--- config.mk ---
export PLATFORM = sky130hd
export DESIGN_NAME = fork_rr_n
export DESIGN_NICKNAME = d
export VERILOG_FILES = /design/src/rtl/fork_pkg.sv /design/src/rtl/fork_fifo.sv /design/src/rtl/fork_rr_n.sv
export SDC_FILE = /design/constraint.sdc
export NUM_CORES = 1
export LEC_CHECK = 0
export CAP_MARGIN = 10
export CORE_ASPECT_RATIO = 0.5
export CORE_MARGIN = 1
export CORE_UTILIZATION = 41
export CTS_BUF_LIST = sky130_fd_sc_hd__clkbuf_4 sky130_fd_sc_hd__clkbuf_8
export CTS_CLUSTER_SIZE = 28
export DETAILED_ROUTE_END_ITERATION = 8
export GPL_ROUTABILITY_DRIVEN = 1
export GPL_TIMING_DRIVEN = 0
export PLACE_DENSITY = 0.87
export SLEW_MARGIN = 20
export SYNTH_ARGS = -nofsm -noshare
export SYNTH_HDL_FRONTEND = slang
export SYNTH_SLANG_ARGS = --single-unit
--- constraint.sdc ---
create_clock -name clk -period 3.51 [get_ports clk]
set_clock_uncertainty 0.2 [all_clocks]
set_input_delay 0.702 -clock clk [delete_from_list [all_inputs] [get_ports clk]]
set_output_delay 0.702 -clock clk [all_outputs]
set_load 0.02 [all_outputs]
--- src/rtl/fork_pkg.sv ---
`default_nettype none
// ============================================================================
//  Module      : fork_pkg
//  Description : Shared constants and helpers for the channel fork primitives.
//                Arbitration mode encodings and a ceiling-log2 helper used to
//                size buffer pointers, occupancy counters and port pointers.
//  Revision    : 1.0 - initial release
// ============================================================================
package fork_pkg;

  localparam int FORK_MODE_STRICT = 0;
  localparam int FORK_MODE_SKIP   = 1;

  // Ceiling log2; clog2(1) = 0, clog2(2) = 1, clog2(3) = 2, clog2(4) = 2.
  function automatic int clog2(input int value);
    int r;
    r = 0;
    for (int i = 0; i < 31; i++) begin
      if ((longint'(1) << i) < longint'(value)) begin
        r = i + 1;
      end
    end
    return r;
  endfunction

endpackage
`default_nettype wire

--- src/rtl/fork_fifo.sv ---
`default_nettype none
// ============================================================================
//  Module      : fork_fifo
//  Description : Input buffer for the channel primitives. Circular buffer of
//                DEPTH entries (power of two, >= 2) with registered head
//                output; no write-to-read bypass, so a word written in cycle t
//                is visible on rd_data from cycle t+1.
//  Revision    : 1.0 - initial release
// ============================================================================
module fork_fifo
  import fork_pkg::*;
#(
  parameter int DATA_WIDTH = 32,
  parameter int DEPTH      = 2
) (
  input  logic                  clk,
  input  logic                  reset,
  input  logic                  wr_en,
  input  logic [DATA_WIDTH-1:0] wr_data,
  output logic                  full,
  input  logic                  rd_en,
  output logic [DATA_WIDTH-1:0] rd_data,
  output logic                  empty
);

  localparam int PTR_W = clog2(DEPTH);
  localparam int CNT_W = clog2(DEPTH + 1);

  logic [CNT_W-1:0]      count_q, count_d;
  logic [PTR_W-1:0]      wr_ptr_q, wr_ptr_d;
  logic [PTR_W-1:0]      rd_ptr_q, rd_ptr_d;
  logic [DATA_WIDTH-1:0] mem_q [DEPTH];
  logic [DATA_WIDTH-1:0] mem_d [DEPTH];
  logic                  do_wr;
  logic                  do_rd;

  assign full    = (count_q == CNT_W'(DEPTH));
  assign empty   = (count_q == '0);
  assign rd_data = mem_q[rd_ptr_q];

  // Next-state for pointers, occupancy and storage; pointers wrap naturally
  // because DEPTH is a power of two.
  always_comb begin
    do_wr    = wr_en && !full;
    do_rd    = rd_en && !empty;
    wr_ptr_d = do_wr ? wr_ptr_q + PTR_W'(1) : wr_ptr_q;
    rd_ptr_d = do_rd ? rd_ptr_q + PTR_W'(1) : rd_ptr_q;
    count_d  = count_q;
    case ({do_wr, do_rd})
      2'b10:   count_d = count_q + CNT_W'(1);
      2'b01:   count_d = count_q - CNT_W'(1);
      default: count_d = count_q;
    endcase
    mem_d = mem_q;
    if (do_wr) begin
      mem_d[wr_ptr_q] = wr_data;
    end
  end

  // Control state; asynchronous reset empties the buffer.
  always_ff @(posedge clk or negedge reset) begin
    if (!reset) begin
      count_q  <= '0;
      wr_ptr_q <= '0;
      rd_ptr_q <= '0;
    end else begin
      count_q  <= count_d;
      wr_ptr_q <= wr_ptr_d;
      rd_ptr_q <= rd_ptr_d;
    end
  end

  // Storage array; contents are meaningless while count is zero, so no reset.
  always_ff @(posedge clk) begin
    mem_q <= mem_d;
  end

endmodule
`default_nettype wire

--- src/rtl/fork_rr_n.sv ---
`default_nettype none
// ============================================================================
//  Module      : fork_rr_n
//  Description : Buffered 1-to-N round-robin distributor using the pull
//                handshake (consumer request, fork valid). MODE selects strict
//                round robin or skip-idle round robin. The arbitration pointer
//                only advances on a real transfer.
//                Optional per-port dequeue counters are built when the macro
//                FORK_RR_STATS_EN is defined (adds stat_clear / stat_count).
//  Revision    : 1.0 - initial release
// ============================================================================
module fork_rr_n
  import fork_pkg::*;
#(
  parameter int DATA_WIDTH = 32,
  parameter int NUM_PORTS  = 4,
  parameter int DEPTH      = 2,
  parameter int MODE       = 0
) (
  input  logic                            clk,
  input  logic                            reset,
  input  logic [DATA_WIDTH-1:0]           channel_read_data,
  input  logic                            channel_read_valid,
  output logic                            channel_read_request,
  output logic [NUM_PORTS*DATA_WIDTH-1:0] p_read_data,
  input  logic [NUM_PORTS-1:0]            p_read_request,
  output logic [NUM_PORTS-1:0]            p_read_valid
`ifdef FORK_RR_STATS_EN
  ,
  input  logic                            stat_clear,
  output logic [NUM_PORTS*32-1:0]         stat_count
`endif
);

  localparam int PTR_W = (NUM_PORTS > 1) ? clog2(NUM_PORTS) : 1;

  logic [PTR_W-1:0]      ptr_q, ptr_d;
  logic [PTR_W-1:0]      sel_idx;
  logic                  fifo_full;
  logic                  fifo_empty;
  logic [DATA_WIDTH-1:0] head_data;
  logic                  deq;

  // Cyclic increment for port indices; with NUM_PORTS=1 this always yields 0,
  // so the pointer is pinned to port 0 and the block degenerates to a FIFO.
  function automatic logic [PTR_W-1:0] port_add(input logic [PTR_W-1:0] base,
                                                input int offs);
    int s;
    s = int'(base) + offs;
    if (s >= NUM_PORTS) begin
      s = s - NUM_PORTS;
    end
    return PTR_W'(s);
  endfunction

  // Upstream is only offered a slot when the buffer has room and reset is
  // released; the request depends on registered occupancy only.
  assign channel_read_request = reset && !fifo_full;
  assign deq                  = !fifo_empty && p_read_request[sel_idx];

  fork_fifo #(
    .DATA_WIDTH (DATA_WIDTH),
    .DEPTH      (DEPTH)
  ) u_fifo (
    .clk     (clk),
    .reset   (reset),
    .wr_en   (channel_read_valid && channel_read_request),
    .wr_data (channel_read_data),
    .full    (fifo_full),
    .rd_en   (deq),
    .rd_data (head_data),
    .empty   (fifo_empty)
  );

  if (MODE == FORK_MODE_SKIP) begin : g_skip
    logic [PTR_W-1:0] grant;
    // First requesting port at or after ptr in cyclic order; falls back to
    // ptr when nobody requests, so that port is offered the word meanwhile.
    always_comb begin
      grant = ptr_q;
      for (int k = NUM_PORTS - 1; k >= 0; k--) begin
        if (p_read_request[port_add(ptr_q, k)]) begin
          grant = port_add(ptr_q, k);
        end
      end
    end
    assign sel_idx = grant;
  end else begin : g_strict
    assign sel_idx = ptr_q;
  end

  // Pointer moves past the served port only when a word actually leaves.
  always_comb begin
    ptr_d = deq ? port_add(sel_idx, 1) : ptr_q;
  end

  // Arbitration pointer register.
  always_ff @(posedge clk or negedge reset) begin
    if (!reset) begin
      ptr_q <= '0;
    end else begin
      ptr_q <= ptr_d;
    end
  end

  // Port mux: the head word is presented only on the selected port; all other
  // data slices are held at zero.
  always_comb begin
    p_read_valid = '0;
    p_read_data  = '0;
    if (!fifo_empty) begin
      p_read_valid[sel_idx]                                  = 1'b1;
      p_read_data[int'(sel_idx)*DATA_WIDTH +: DATA_WIDTH] = head_data;
    end
  end

`ifdef FORK_RR_STATS_EN
  logic [31:0] stat_q [NUM_PORTS];
  logic [31:0] stat_d [NUM_PORTS];

  // Per-port dequeue counters; a clear in the same cycle as a dequeue wins.
  always_comb begin
    for (int i = 0; i < NUM_PORTS; i++) begin
      stat_d[i] = stat_q[i];
      if (stat_clear) begin
        stat_d[i] = '0;
      end else if (deq && (sel_idx == PTR_W'(i))) begin
        stat_d[i] = stat_q[i] + 32'd1;
      end
    end
  end

  // Counter registers with asynchronous reset.
  always_ff @(posedge clk or negedge reset) begin
    if (!reset) begin
      for (int i = 0; i < NUM_PORTS; i++) begin
        stat_q[i] <= '0;
      end
    end else begin
      stat_q <= stat_d;
    end
  end

  for (genvar gi = 0; gi < NUM_PORTS; gi++) begin : g_stat_out
    assign stat_count[gi*32 +: 32] = stat_q[gi];
  end
`else
  // Statistics counters are not built in this configuration.
`endif

endmodule
`default_nettype wire

# == Yosys cells after proc, flatten, opt, wreduce, memory -nomap -nowiden ==
# Cells that the tools add are included.
# word_totals
ff_bits,70
romBits,0
ram_bits,0
latch_bits,0
mem_count,0
word_cells,52
out_inout_bits,133
# classes
multipliers,0
shifts,2
bitwise_logic,3
n_div,0
reduce_logical,11
muxes,14
magnitude_cmp,6
n_eq_ne,3
add_sub_neg,7
# op_table
operator,count
$and A128 B128 Y128,1
$mux W128,1
$mux W32,4
$shift A32 B33 Y128 const A,1
$shiftx A32 B33 Y128,1
$bwmux W64,1
$neg A7 Y33,1
$demux W32 S1,1
$logic_and A1 B1 Y1,7
$eq A2 B2 Y1 const B,2
$ge A2 B2 Y1 const B,2
$mux W4,1
$not A1 Y2,2
$pmux W2 S2,1
$sub A2 B1 Y2 const B,2
$add A2 B1 Y3 const B,1
$ge A3 B3 Y1 const B,1
$lt A2 B3 Y1 const B,1
$add A1 B1 Y1 const B,2
$add A2 B1 Y2 const B,1
$bmux W1 S2,1
$demux W1 S2,1
$eq A2 B1 Y1 const B,1
$ge A2 B1 Y1 const B,1
6 further kinds,8

# == Depth between registers and ports, before layout ==
# Gate-level depths: netlist (run 1).
# depth
word_depth,7
mapped_depth,7
ltp_nobuf,6

# == By module ==
# Synthesis (run 1) repeated with hierarchy kept, for this count alone.
# unflattened
hier_cells,292
area_unflattened_um2,3906.2
# by_module_without_submodules
mod,instances,cells_each,area_per_inst_um2
fork_fifo,1,118,2658.8
fork_rr_n,1,174,1247.4

# == Worst setup path after synthesis (run 1) ==
# No wires, ideal clock.
# synth_path
path_type,input-to-reg
startpoint,input reset
endpoint,"register u_fifo.mem_q[32] in the netlist's numbering, enable pin"
stages,2
n_path_buf,0
setup_slack_ns,0.707
required_time_ns,2.889
t_arrival_ns,2.182
cell_sequence,o211ai_2 -> nor2_1
# synth_via
elab_chain_cells,3
# synth_rtl
item,line,text
from (decl),fork_rr_n.sv:21,"input logic reset,"
$logic_and A1 B1 Y1,fork_rr_n.sv:58,assign channel_read_request = reset && !fifo_full;
$logic_and A1 B1 Y1,fork_rr_n.sv:67,".wr_en (channel_read_valid && channel_read_request),"
$logic_and A1 B1 Y1,fork_fifo.sv:44,do_wr = wr_en && !full;
to (signal assigned),fork_fifo.sv:75,mem_q <= mem_d;
to (decl),fork_fifo.sv:32,logic [DATA_WIDTH-1:0] mem_q [DEPTH];
# No other way between the ends.
# A chain may end at the register's enable or synchronous reset.

# == Worst setup path in the final report (run 1) ==
# layout_path
startpoint,register ptr_q[0]
endpoint,output p_read_data[64]
# layout_via
elab_chain_cells,4
# layout_rtl
item,line,text
from (decl),fork_rr_n.sv:37,"logic [PTR_W-1:0] ptr_q, ptr_d;"
from (signal assigned),fork_rr_n.sv:102,ptr_q <= ptr_d;
$neg A7 Y33 (*),fork_rr_n.sv:113,p_read_data[int'(sel_idx)*DATA_WIDTH +: DATA_WIDTH] = head_data;
$shiftx A32 B33 Y128 or $shift A32 B33 Y128 (tied branches),fork_rr_n.sv:113,
$and A128 B128 Y128 (no source line) (*),n/a,
$mux W128 (*),fork_rr_n.sv:111,if (!fifo_empty) begin
to (decl),fork_rr_n.sv:25,"output logic [NUM_PORTS*DATA_WIDTH-1:0] p_read_data,"
# Mark *: on every way between the ends. The rest lies on a longest branch, timed or not.

==> results of run 1 <==
## power groups by stage
stage | sequential [mW] | clock, mW | combinational [mW]
detailed placement | 1.13 | 0 | 1.61
finish | 1.13 | 0.529 | 1.60
global placement | 1.13 | 0 | 1.55
CTS | 1.12 | 0.537 | 1.61
floorplan | 1.12 | 0 | 1.01
global route | 1.14 | 0.571 | 1.72
## how the worst min path moves through the flow
stage / end / slack (ns) / cells after the start
after floorplan: ptr_q[0] / 0.21 / 0
after global placement: u_fifo.wr_ptr_q / 0.28 / 1
after detailed placement: u_fifo.wr_ptr_q / 0.36 / 1
after CTS: u_fifo.wr_ptr_q / 0.37 / 1
after global routing: u_fifo.wr_ptr_q / 0.39 / 1
final: u_fifo.wr_ptr_q / 0.37 / 1
## synth_stat cells (all sizes together) (2+ instances only)
cell	n	share of area (%)
xnor2	4	1.1
o21ai	2	0.30
nor2	133	15
ha	6	2.3
nor2b	4	0.75
o2111ai	2	0.53
edfxtp	64	58
buf	17	2.9
inv	4	0.45
dfrtp	6	4.5
o21a	3	0.68
mux2i	34	10
## kinds of logic after synthesis
logic type      count (synthesis)  share of synthesized area [%]
simple gates                  142                          17.39
buf+inv                        21                          3.389
xor+xnor                        5                          1.318
mux                            34                          10.24
flops                          70                          62.35
compound gates                 13                          3.050
fa+ha+maj                       6                          2.259
## flip-flops by register name, indices dropped and copies added, names as in the netlist
signal	cells
u_fifo.count_q	2
u_fifo.wr_ptr_q	1
u_fifo.rd_ptr_q	1
u_fifo.mem_q	64
ptr_q	2
## area by class of cell
type | count | area, µm²
plain buffers | 17 | 100.1
clock buffers | 11 | 138.9
clock inverters | 3 | 13.76
fillers | 536 | 2081
inverters | 4 | 15.01
multi-input cells | 200 | 1176
flip-flops and latches | 70 | 2074
well taps | 108 | 135.1
repair buffers | 175 | 1836
## repair_timing
action,in CTS,in global routing
gates resized for setup,75,57
setup endpoints to repair,125,91
pin swaps,1,0
setup buffers,2,0
## per-layer routing
layer  global-route usage (%)  share of wire (%)  vias up
li1                         -                  -     1368
met1                    25.32                 40     1374
met2                    39.58                 54       94
met3                    5.700                4.6       14
met4                    8.824                1.4        0
met5                        0                  0        -
## stage by stage
step	instances	worst slack, ns	setup TNS, ns	hold WS, ns
global placement	570	-0.7930	-25.32	0.2763
CTS	588	0.01185	0	0.3749
global route	588	0.004013	0	0.3859
detailed placement	572	0.06231	0	0.3611
floorplan	291	0.7071	0	0.2064
finish	588	0.1479	0	0.3735
==> metrics.md, run 1 <==
| Metric | Value |
|---|---|
| Worst reg2reg path depth | `4` |
| Avg WL per Cell | `16.24 µm` |
| Max-slew violations | `0` |
| Dpl hpwl | `6.692 mm` |
| Syn. warnings | `0` |
| CTS tree | `yes` |
| Core area | `7570 µm²` |
| Commonest non-fill, non-tap cell in the layout | `nor2_1` |
| Top delay family on crit path | `buffers and inverters` |
| Layout cells sized above 1 | `a little under a tenth` |
| Antenna violations before repair | `0` |
| CP startpoint kind | `flop` |
| # DRC | `0` |
| Cells after synthesis | `291` |
| Post-synth ARST share | `8.571%` |
| Vias per cell | `4.847` |
| Critical path buffer and inverter count | `2` |
| Clk_lat worst skew | `~0.34 ns` |
| # diodes | `0` |
| Root Buffer | `clkbuf_8` |
| Initial Util | `43.90%` |
| Clk slew on worst S/H paths | `about 0.070 ns` |
| Share of total power in sequential cells | `34.6%` |
| CP max FO | `8` |
| Leakage | `3.399 nW` |
| Via Count | `around 2,900` |
| Logic pwr share | `about 49%` |
| Die H | `between 60 and 70 µm` |
| Reg-to-reg startpoint | `u_fifo.count_q[1]` |
| Total power | `3.250 mW` |
| Worst Min Path Start | `u_fifo.wr_ptr_q` |
| Synthesized area | `approximately 3300 µm²` |
| Routed wire length | `9.552 mm` |
| Syn Area/Cell | `11.42 µm²` |
| Util after Layout | `72.51%` |
| WP data required | `2.61 ns` |
| Period minus WS final | `3.362 ns` |
| Clk sinks | `70` |
| Worst path slowest cell | `clkdlybuf4s50_1` |
| Number of synthesized flops with an enable pin | `64` |
| Worst setup EP type | `output pin` |
| Slowest Stage Delay on Critical Path | `0.62 ns` |
| Synthesized Nets | `336` |
| Worst Setup EP | `p_read_data[64]` |
| Outcome | `finished clean` |
| Max-slew headroom | `69.56%` |
| CTS Buf Count | `9` |
| Yosys reg bits | `70` |
| Flop2flop setup slack | `1.55 ns` |
| Clock network power share | `around 16%` |
| Placed inst area | `5234 µm²` |
| Worst Max-Slew Pin Slew | `0.4439 ns` |
| Drt initial violations | `208` |
| Die Width | `129.3 µm` |
| GRT Total Usage | `between 20% and 30%` |
| ANT nets after route | `0` |
| GRT overflow | `0` |
| Worst setup startpoint | `ptr_q[0]` |
| Post-synth top flop | `edfxtp_1` |
| Fin nets | `522` |
| Router iterations before antenna repair | `4` |
| Worst Path Class, Setup | `reg2out` |
| WP data arrival | `2.46 ns` |
| Max-cap viol count | `0` |
| # rows | `22` |
| Io pins | `172` |
| Worst reg2reg endpoint | `u_fifo.mem_q[21]` |
| Critical path cell sequence | `inv_2 > ha_1 > nor3b_4 > o2111ai_4 > nor2_1 > clkdlybuf4s50_1` |
| VDD IR max | `between 0.0002 and 0.0003 V` |
| Worst min-delay path category | `reg2reg` |
| Internal power | `roughly 2.0 mW` |
| Die Area | `8491 µm²` |
| Critical Path Stages | `6` |
| RePlAce Congestion | `0.8341` |
| PortBufs | `171` |
| Most frequent cells in the layout | `nor2_1 (132), dlygate4sd2_1 (67), edfxtp_1 (64), dlymetal6s2s_1 (55), clkdlybuf4s50_1 (48)` |
| Area added between synthesis and finish | `65.17%` |
| Post-synthesis sequential area ratio | `62.35%` |
| Vias in the first global route | `2,629` |
| Psw | `between 1 and 1.5 mW` |
| Net Sw Frac | `39.96%` |
| Fmax achieved | `297.4 MHz` |
| First-pass GRT wire length | `13.72 mm` |
| Cell area after layout | `5489 µm²` |
| Netlist cell types | `25` |
| Final period util | `approximately 96%` |
| # hold bufs at CTS | `0` |
| RSZ-0062 raised after global routing | `false` |
| H-tree levels | `3` |
| Largest net degree at the start of global routing | `23` |
| Hold Fails Final Rpt | `0` |
| Final setup fails | `0` |
| Max clock buf depth | `2` |
| Pwr per Cell Area | `592.1 nW/µm²` |
Note: power is estimated with default switching activity, not from simulation.
==> run 2: changes to the inputs <==
--- a/config.mk
+++ b/config.mk
@@ -8,13 +8,13 @@
 export CAP_MARGIN = 10
 export CORE_ASPECT_RATIO = 0.5
 export CORE_MARGIN = 1
-export CORE_UTILIZATION = 41
+export CORE_UTILIZATION = 30
 export CTS_BUF_LIST = sky130_fd_sc_hd__clkbuf_4 sky130_fd_sc_hd__clkbuf_8
 export CTS_CLUSTER_SIZE = 28
 export DETAILED_ROUTE_END_ITERATION = 8
 export GPL_ROUTABILITY_DRIVEN = 1
 export GPL_TIMING_DRIVEN = 0
-export PLACE_DENSITY = 0.87
+export PLACE_DENSITY = 0.68
 export SLEW_MARGIN = 20
 export SYNTH_ARGS = -nofsm -noshare
 export SYNTH_HDL_FRONTEND = slang
==> run 2 against run 1 <==
Net effect:
- routed wire length down 0.47%
- fmax decreased by 0.22%
- largest cell class unchanged
- sequential power about the same
- largest power group unchanged
==> metrics.md, run 2 (synthesis results as in run 1) <==
| Metric | Value |
|---|---|
| Critical path cell sequence | `inv_2 > ha_1 > nor3b_4 > o2111ai_4 > nor2_1 > clkdlybuf4s50_1` |
| Hold Worst Slack | `0.3634 ns (-0.01005 ns)` |
| CTS tree | `yes` |
| CP startpoint kind | `flop` |
| Worst setup startpoint | `ptr_q[0]` |
| Top register by number of flip-flops | `u_fifo.mem_q` |
| Worst reg2reg path depth | `4 (unchanged)` |
| Routed wire length | `9.507 mm (-0.47%)` |
| Vias in the first global route | `2,781 (+5.8%)` |
| Footprint of the multi-input gates | `1176 µm² (unchanged)` |
| WP data arrival | `2.47 ns (about the same)` |
| First-pass GRT wire length | `14.90 mm (+8.6%)` |
| Setup tns final | `0 ns (unchanged)` |
| Max clock buf depth | `2 (unchanged)` |
| Max reg flops | `64 (unchanged)` |
| Largest net degree at the start of global routing | `25 (+8.7%)` |
| Die H | `76.42 µm (+16%)` |
| Clk_lat worst skew | `0.33 ns (about the same)` |
| Die Area | `11,530 µm² (+36%)` |
| Final period util | `95.99% (+0.21 points)` |
| PortBufs | `171 (unchanged)` |
| Fill count | `942 (+76%)` |
| Worst setup EP type | `output pin` |
| Area added between synthesis and finish | `66.94%` |
| Placed inst area | `5259 µm² (+0.48%)` |
| Pwr per Cell Area | `614.1 nW/µm² (+3.7%)` |
| Max-slew headroom | `68.38% (-1.2 points)` |
| Worst Path Class, Setup | `reg2out` |
| Core area | `10,480 µm² (+38%)` |
| Hold path cells | `1 (unchanged)` |
| GRT overflow | `0 (unchanged)` |
| Io pins | `172 (unchanged)` |
| Dpl hpwl | `7.003 mm (+4.6%)` |
| Outcome | `finished clean` |
| Worst Min Path Start | `u_fifo.wr_ptr_q` |
| Cell area after layout | `5548 µm² (+1.1%)` |
| # rows | `26 (+18%)` |
| Hold Fails Final Rpt | `0 (unchanged)` |
| RSZ-0062 raised after global routing | `false` |
| Max-slew violations | `0 (unchanged)` |
| Initial Util | `31.72% (-12 points)` |
| CTS Buf Count | `9 (unchanged)` |
| Non-filler cells, final | `621 (+5.6%)` |
| Critical Path Stages | `6 (unchanged)` |
| Regs by FF count | `u_fifo.mem_q: 64 flops, ptr_q: 2 flops, u_fifo.count_q: 2 flops` |
| Vias per cell | `4.467 (-7.8%)` |
| Reg area | `2074 µm² (unchanged)` |
| CP max FO | `8 (unchanged)` |
| Via Count | `2,774 (-2.7%)` |
| Util after Layout | `52.96% (-20 points)` |
| Antenna violations before repair | `0 (unchanged)` |
| DP Worst Slack | `0.06202 ns (-0.0002907 ns)` |
| Router iterations before antenna repair | `4 (unchanged)` |
| Leakage | `3.318 nW (-2.4%)` |
| GRT Total Usage | `16.95% (-5.1 points)` |
| Clk sinks | `70 (unchanged)` |
| Slowest Stage Delay on Critical Path | `0.62 ns (about the same)` |
| Worst path slowest cell | `clkdlybuf4s50_1` |
| Worst min-delay path category | `reg2reg` |
| Most frequent cells in the layout | `nor2_1 (132), dlygate4sd2_1 (71), edfxtp_1 (64), clkdlybuf4s50_1 (51), dlymetal6s2s_1 (49)` |
| Drt initial violations | `118 (-43%)` |
| Critical path buffer and inverter count | `2 (unchanged)` |
| RePlAce Congestion | `0.7888 (-5.4%)` |
| # diodes | `0 (unchanged)` |
| Total power | `3.407 mW (+4.8%)` |
| Period minus WS final | `3.369 ns (+0.007334 ns)` |
| Final setup fails | `0 (unchanged)` |
| Inst Count DP | `604 (+5.6%)` |
| Max-cap viol count | `0 (unchanged)` |
| Die Width | `150.8 µm (+17%)` |
| Worst Max-Slew Pin Slew | `0.4611 ns (+0.01716 ns)` |
| VDD IR max | `0.0002676 V (-8.8%)` |
| Top delay family on crit path | `buffers and inverters` |
| Clk slew on worst S/H paths | `0.07 ns (about the same)` |
| Setup WS post-layout | `0.1406 ns (-0.007334 ns)` |
| WP data required | `2.61 ns (about the same)` |
| Commonest non-fill, non-tap cell in the layout | `nor2_1` |
| # hold bufs at CTS | `0 (unchanged)` |
| Fmax achieved | `296.8 MHz (-0.22%)` |
| ANT nets after route | `0 (unchanged)` |
| Layout cells sized above 1 | `9.356% (+0.19 points)` |
| Reg-to-reg startpoint | `u_fifo.count_q[1]` |
| Root Buffer | `clkbuf_8` |
| # DRC | `0 (unchanged)` |
| H-tree levels | `3 (unchanged)` |
| Avg WL per Cell | `15.31 µm (-5.8%)` |
| Fin nets | `521 (-0.19%)` |
[run 2: cell type report]
type,instances,area share [%]
clock inverters,6,1.534
multi-input cells,200,21.20
flip-flops and latches,70,37.39
repair buffers,174,32.32
clock buffers,10,2.368
well taps,140,3.157
inverters,4,0.2706
plain buffers,17,1.759
[run 2: per-layer routing]
metal | global-route usage [%] | share of wire [%] | vias to the layer above
met5 | 0 | 0 | -
met4 | 7.100 | 2.2 | 0
met3 | 4.551 | 2.7 | 18
met2 | 30.05 | 53 | 65
met1 | 19.12 | 42 | 1328
li1 | - | - | 1363
[run 2: power by group]
group	internal, mW	switching (mW)
Combinational	0.626	0.959
Sequential	1.06	0.0661
Clock	0.407	0.294
Total	2.09	1.32
[run 2: worst paths after layout]
kind,endpoint,slack (ns)
max in group asynchronous,ptr_q[1],2.36
hold / removal,u_fifo.wr_ptr_q,0.36
setup / recovery,p_read_data[64],0.14
min in group asynchronous,u_fifo.wr_ptr_q,0.45
hold reg to reg,u_fifo.wr_ptr_q,0.36
setup reg to reg,u_fifo.mem_q[25],1.60
[run 2: timing repair]
item	4_1_cts	5_1_grt
setup endpoints to repair	124	69
buffers inserted	1	0
gates resized for setup	77	50
pin swaps	1	0
==> run 3: changes to the inputs <==
==> constraint.sdc (replaced) <==
create_clock -name clk -period 3.35 [get_ports clk]
set_clock_uncertainty 0.2 [all_clocks]
set_input_delay 0.67 -clock clk [delete_from_list [all_inputs] [get_ports clk]]
set_output_delay 0.67 -clock clk [all_outputs]
set_load 0.02 [all_outputs]
==> run 3 against run 2 <==
Net effect:
- sequential share of layout area up 2.3 points
- critical path depth up 1
- cell area down 5.8%
- global-route usage about the same
- sequential power up 4%
- via count up 0.22%
- setup slack worse by 0.049 ns
- first-iteration DRC count up 5.1%
- flip-flop and latch count unchanged
- count of clock-buffer cells in the layout unchanged
- non-clock buffer count unchanged
- die area unchanged
- critical path type unchanged
- largest power group unchanged
- highest routed layer unchanged
==> metrics.md, run 3 (synthesis results as in run 1) <==
| Metric | Value |
|---|---|
| Total power | `3.541 mW (+3.9%)` |
| Reg-to-reg startpoint | `u_fifo.count_q[1]` |
| Die Area | `11,530 µm² (unchanged)` |
| Clk slew on worst S/H paths | `0.07 ns (about the same)` |
| Fmax achieved | `306.9 MHz` |
| Max reg flops | `64 (unchanged)` |
| Clk sinks | `70 (unchanged)` |
| Pwr per Cell Area | `677.2 nW/µm² (+10%)` |
| Antenna violations before repair | `0 (unchanged)` |
| GRT Total Usage | `16.97% (+0.026 points)` |
| RePlAce Congestion | `0.7888 (unchanged)` |
| Period minus WS final | `3.258 ns` |
| Inst Count DP | `604 (unchanged)` |
| Most frequent cells in the layout | `nor2_1 (132), dlygate4sd2_1 (66), edfxtp_1 (64), clkdlybuf4s50_1 (47), clkbuf_2 (44)` |
| Initial Util | `31.72% (unchanged)` |
| WP data arrival | `2.39 ns (-0.08 ns)` |
| Non-filler cells, final | `621 (unchanged)` |
| Layout cells sized above 1 | `18.50% (+9.1 points)` |
| Outcome | `finished clean` |
| Final period util | `97.26%` |
| Worst reg2reg path depth | `4 (unchanged)` |
| Largest net degree at the start of global routing | `25 (unchanged)` |
| Hold Crit Endpoint | `u_fifo.wr_ptr_q` |
| WP data required | `2.48 ns (-0.13 ns)` |
| ANT nets after route | `0 (unchanged)` |
| Max-slew violations | `0 (unchanged)` |
| Vias in the first global route | `2,772 (-0.32%)` |
| Worst Min Path Start | `u_fifo.wr_ptr_q` |
| CTS tree | `yes` |
| CTS Buf Count | `9 (unchanged)` |
| Root Buffer | `clkbuf_8` |
| CP max FO | `10 (+2)` |
| Worst Path Class, Setup | `reg2out` |
| # rows | `26 (unchanged)` |
| RSZ-0062 raised after global routing | `false` |
| Dpl hpwl | `7.003 mm (unchanged)` |
| Commonest non-fill, non-tap cell in the layout | `nor2_1` |
| Hold path cells | `1 (unchanged)` |
| CP startpoint kind | `flop` |
| H-tree levels | `3 (unchanged)` |
| Area added between synthesis and finish | `57.34%` |
| Worst Max-Slew Pin Slew | `0.4395 ns (-0.02158 ns)` |
| Leakage | `2.516 nW (-24%)` |
| Setup tns final | `0 ns (unchanged)` |
| Max-slew headroom | `69.86% (+1.5 points)` |
| Router iterations before antenna repair | `4 (unchanged)` |
| GRT overflow | `0 (unchanged)` |
| Routed wire length | `9.397 mm (-1.2%)` |
| Max clock buf depth | `2 (unchanged)` |
| Regs by FF count | `u_fifo.mem_q: 64 flops, ptr_q: 2 flops, u_fifo.count_q: 2 flops` |
| Core area | `10,480 µm² (unchanged)` |
| Clk_lat worst skew | `0.34 ns (about the same)` |
| Hold Fails Final Rpt | `0 (unchanged)` |
| Die H | `76.42 µm (unchanged)` |
| # diodes | `0 (unchanged)` |
| Worst min-delay path category | `reg2reg` |
| Via Count | `2,780 (+0.22%)` |
| # DRC | `0 (unchanged)` |
| PortBufs | `171 (unchanged)` |
| Die Width | `150.8 µm (unchanged)` |
| Flop2flop setup slack | `1.44 ns (-0.16 ns)` |
| First-pass GRT wire length | `14.92 mm (+0.13%)` |
| VDD IR max | `0.0002812 V (+5.1%)` |
| Vias per cell | `4.477 (+0.22%)` |
| Io pins | `172 (unchanged)` |
| Drt initial violations | `124 (+5.1%)` |
| Worst reg2reg endpoint | `u_fifo.mem_q[25]` |
| Final setup fails | `0 (unchanged)` |
| Fin nets | `521 (unchanged)` |
| Top register by number of flip-flops | `u_fifo.mem_q` |
| Max-cap viol count | `0 (unchanged)` |
| Worst setup EP type | `output pin` |
| Avg WL per Cell | `15.13 µm (-1.2%)` |
| # hold bufs at CTS | `0 (unchanged)` |
-- run 3: layout make-up --
type	count	area (µm²)
Timing Repair Buffer	174	1464
Fill cell	998	5246
Multi-Input combinational cell	200	1176
Inverter	4	15.01
Clock buffer	10	131.4
Buffer	17	107.6
Sequential cell	70	2074
Tap cell	140	175.2
Clock inverter	6	85.08
-- run 3: metal layers --
metal | part of all wire (%) | up-vias | track usage [%]
li1 | - | 1363 | -
met1 | 42 | 1335 | 19.31
met2 | 52 | 60 | 30.00
met3 | 3.2 | 22 | 4.431
met4 | 2.7 | 0 | 7.100
met5 | 0 | - | 0
-- run 3: per-stage QoR --
stage | setup WS (ns) | utilization [%] | instance area (µm²) | hold slack [ns]
after global placement | -1.071 | 49.74 | 5210 | 0.2858
final | 0.09183 | 49.92 | 5229 | 0.3638
after global routing | 0.003668 | 49.92 | 5229 | 0.4065
after detailed placement | -0.06598 | 50.20 | 5259 | 0.3511
after floorplan | 0.5791 | - | 3323 | 0.1744
after CTS | 0.002452 | 51.22 | 5365 | 0.3663
-- run 3: power by group --
group / internal (mW) / leakage [nW] / switching (mW) / total (mW)
registers: 1.11 / 0.652 / 0.0689 / 1.17
clock network: 0.426 / 0.108 / 0.311 / 0.737
logic: 0.622 / 1.76 / 1.01 / 1.63
total: 2.15 / 2.52 / 1.39 / 3.54
-- run 3: worst max path at each step --
| stage | startpoint | to | depth (start not counted) |
|---|---|---|---|
| 6_report | ptr_q[0] | p_read_data[47] | 7 |
| 5_1_grt | ptr_q[0] | p_read_data[47] | 7 |
| 4_1_cts | ptr_q[0] | p_read_data[65] | 6 |
| 3_5_place_dp | ptr_q[0] | p_read_data[69] | 7 |
| 3_3_place_gp | reset | u_fifo.mem_q[48] | 3 |
| 2_1_floorplan | reset | u_fifo.mem_q[32] | 2 |
-- run 3: worst max-delay path, stage by stage (launching register included) --
cell	delay (ns)
dfrtp_2	0.45
inv_2	0.10
ha_1	0.35
nor3b_4	0.27
nand3_2	0.19
buf_2	0.24
nor2_1	0.09
dlygate4sd2_1	0.35
-- run 3: what timing repair did --
action	CTS	global route
buffers inserted	1	0
resized for setup	130	105
endpoints found under the setup margin	127	58
endpoints found under the hold margin	0	0
pin swaps	1	0
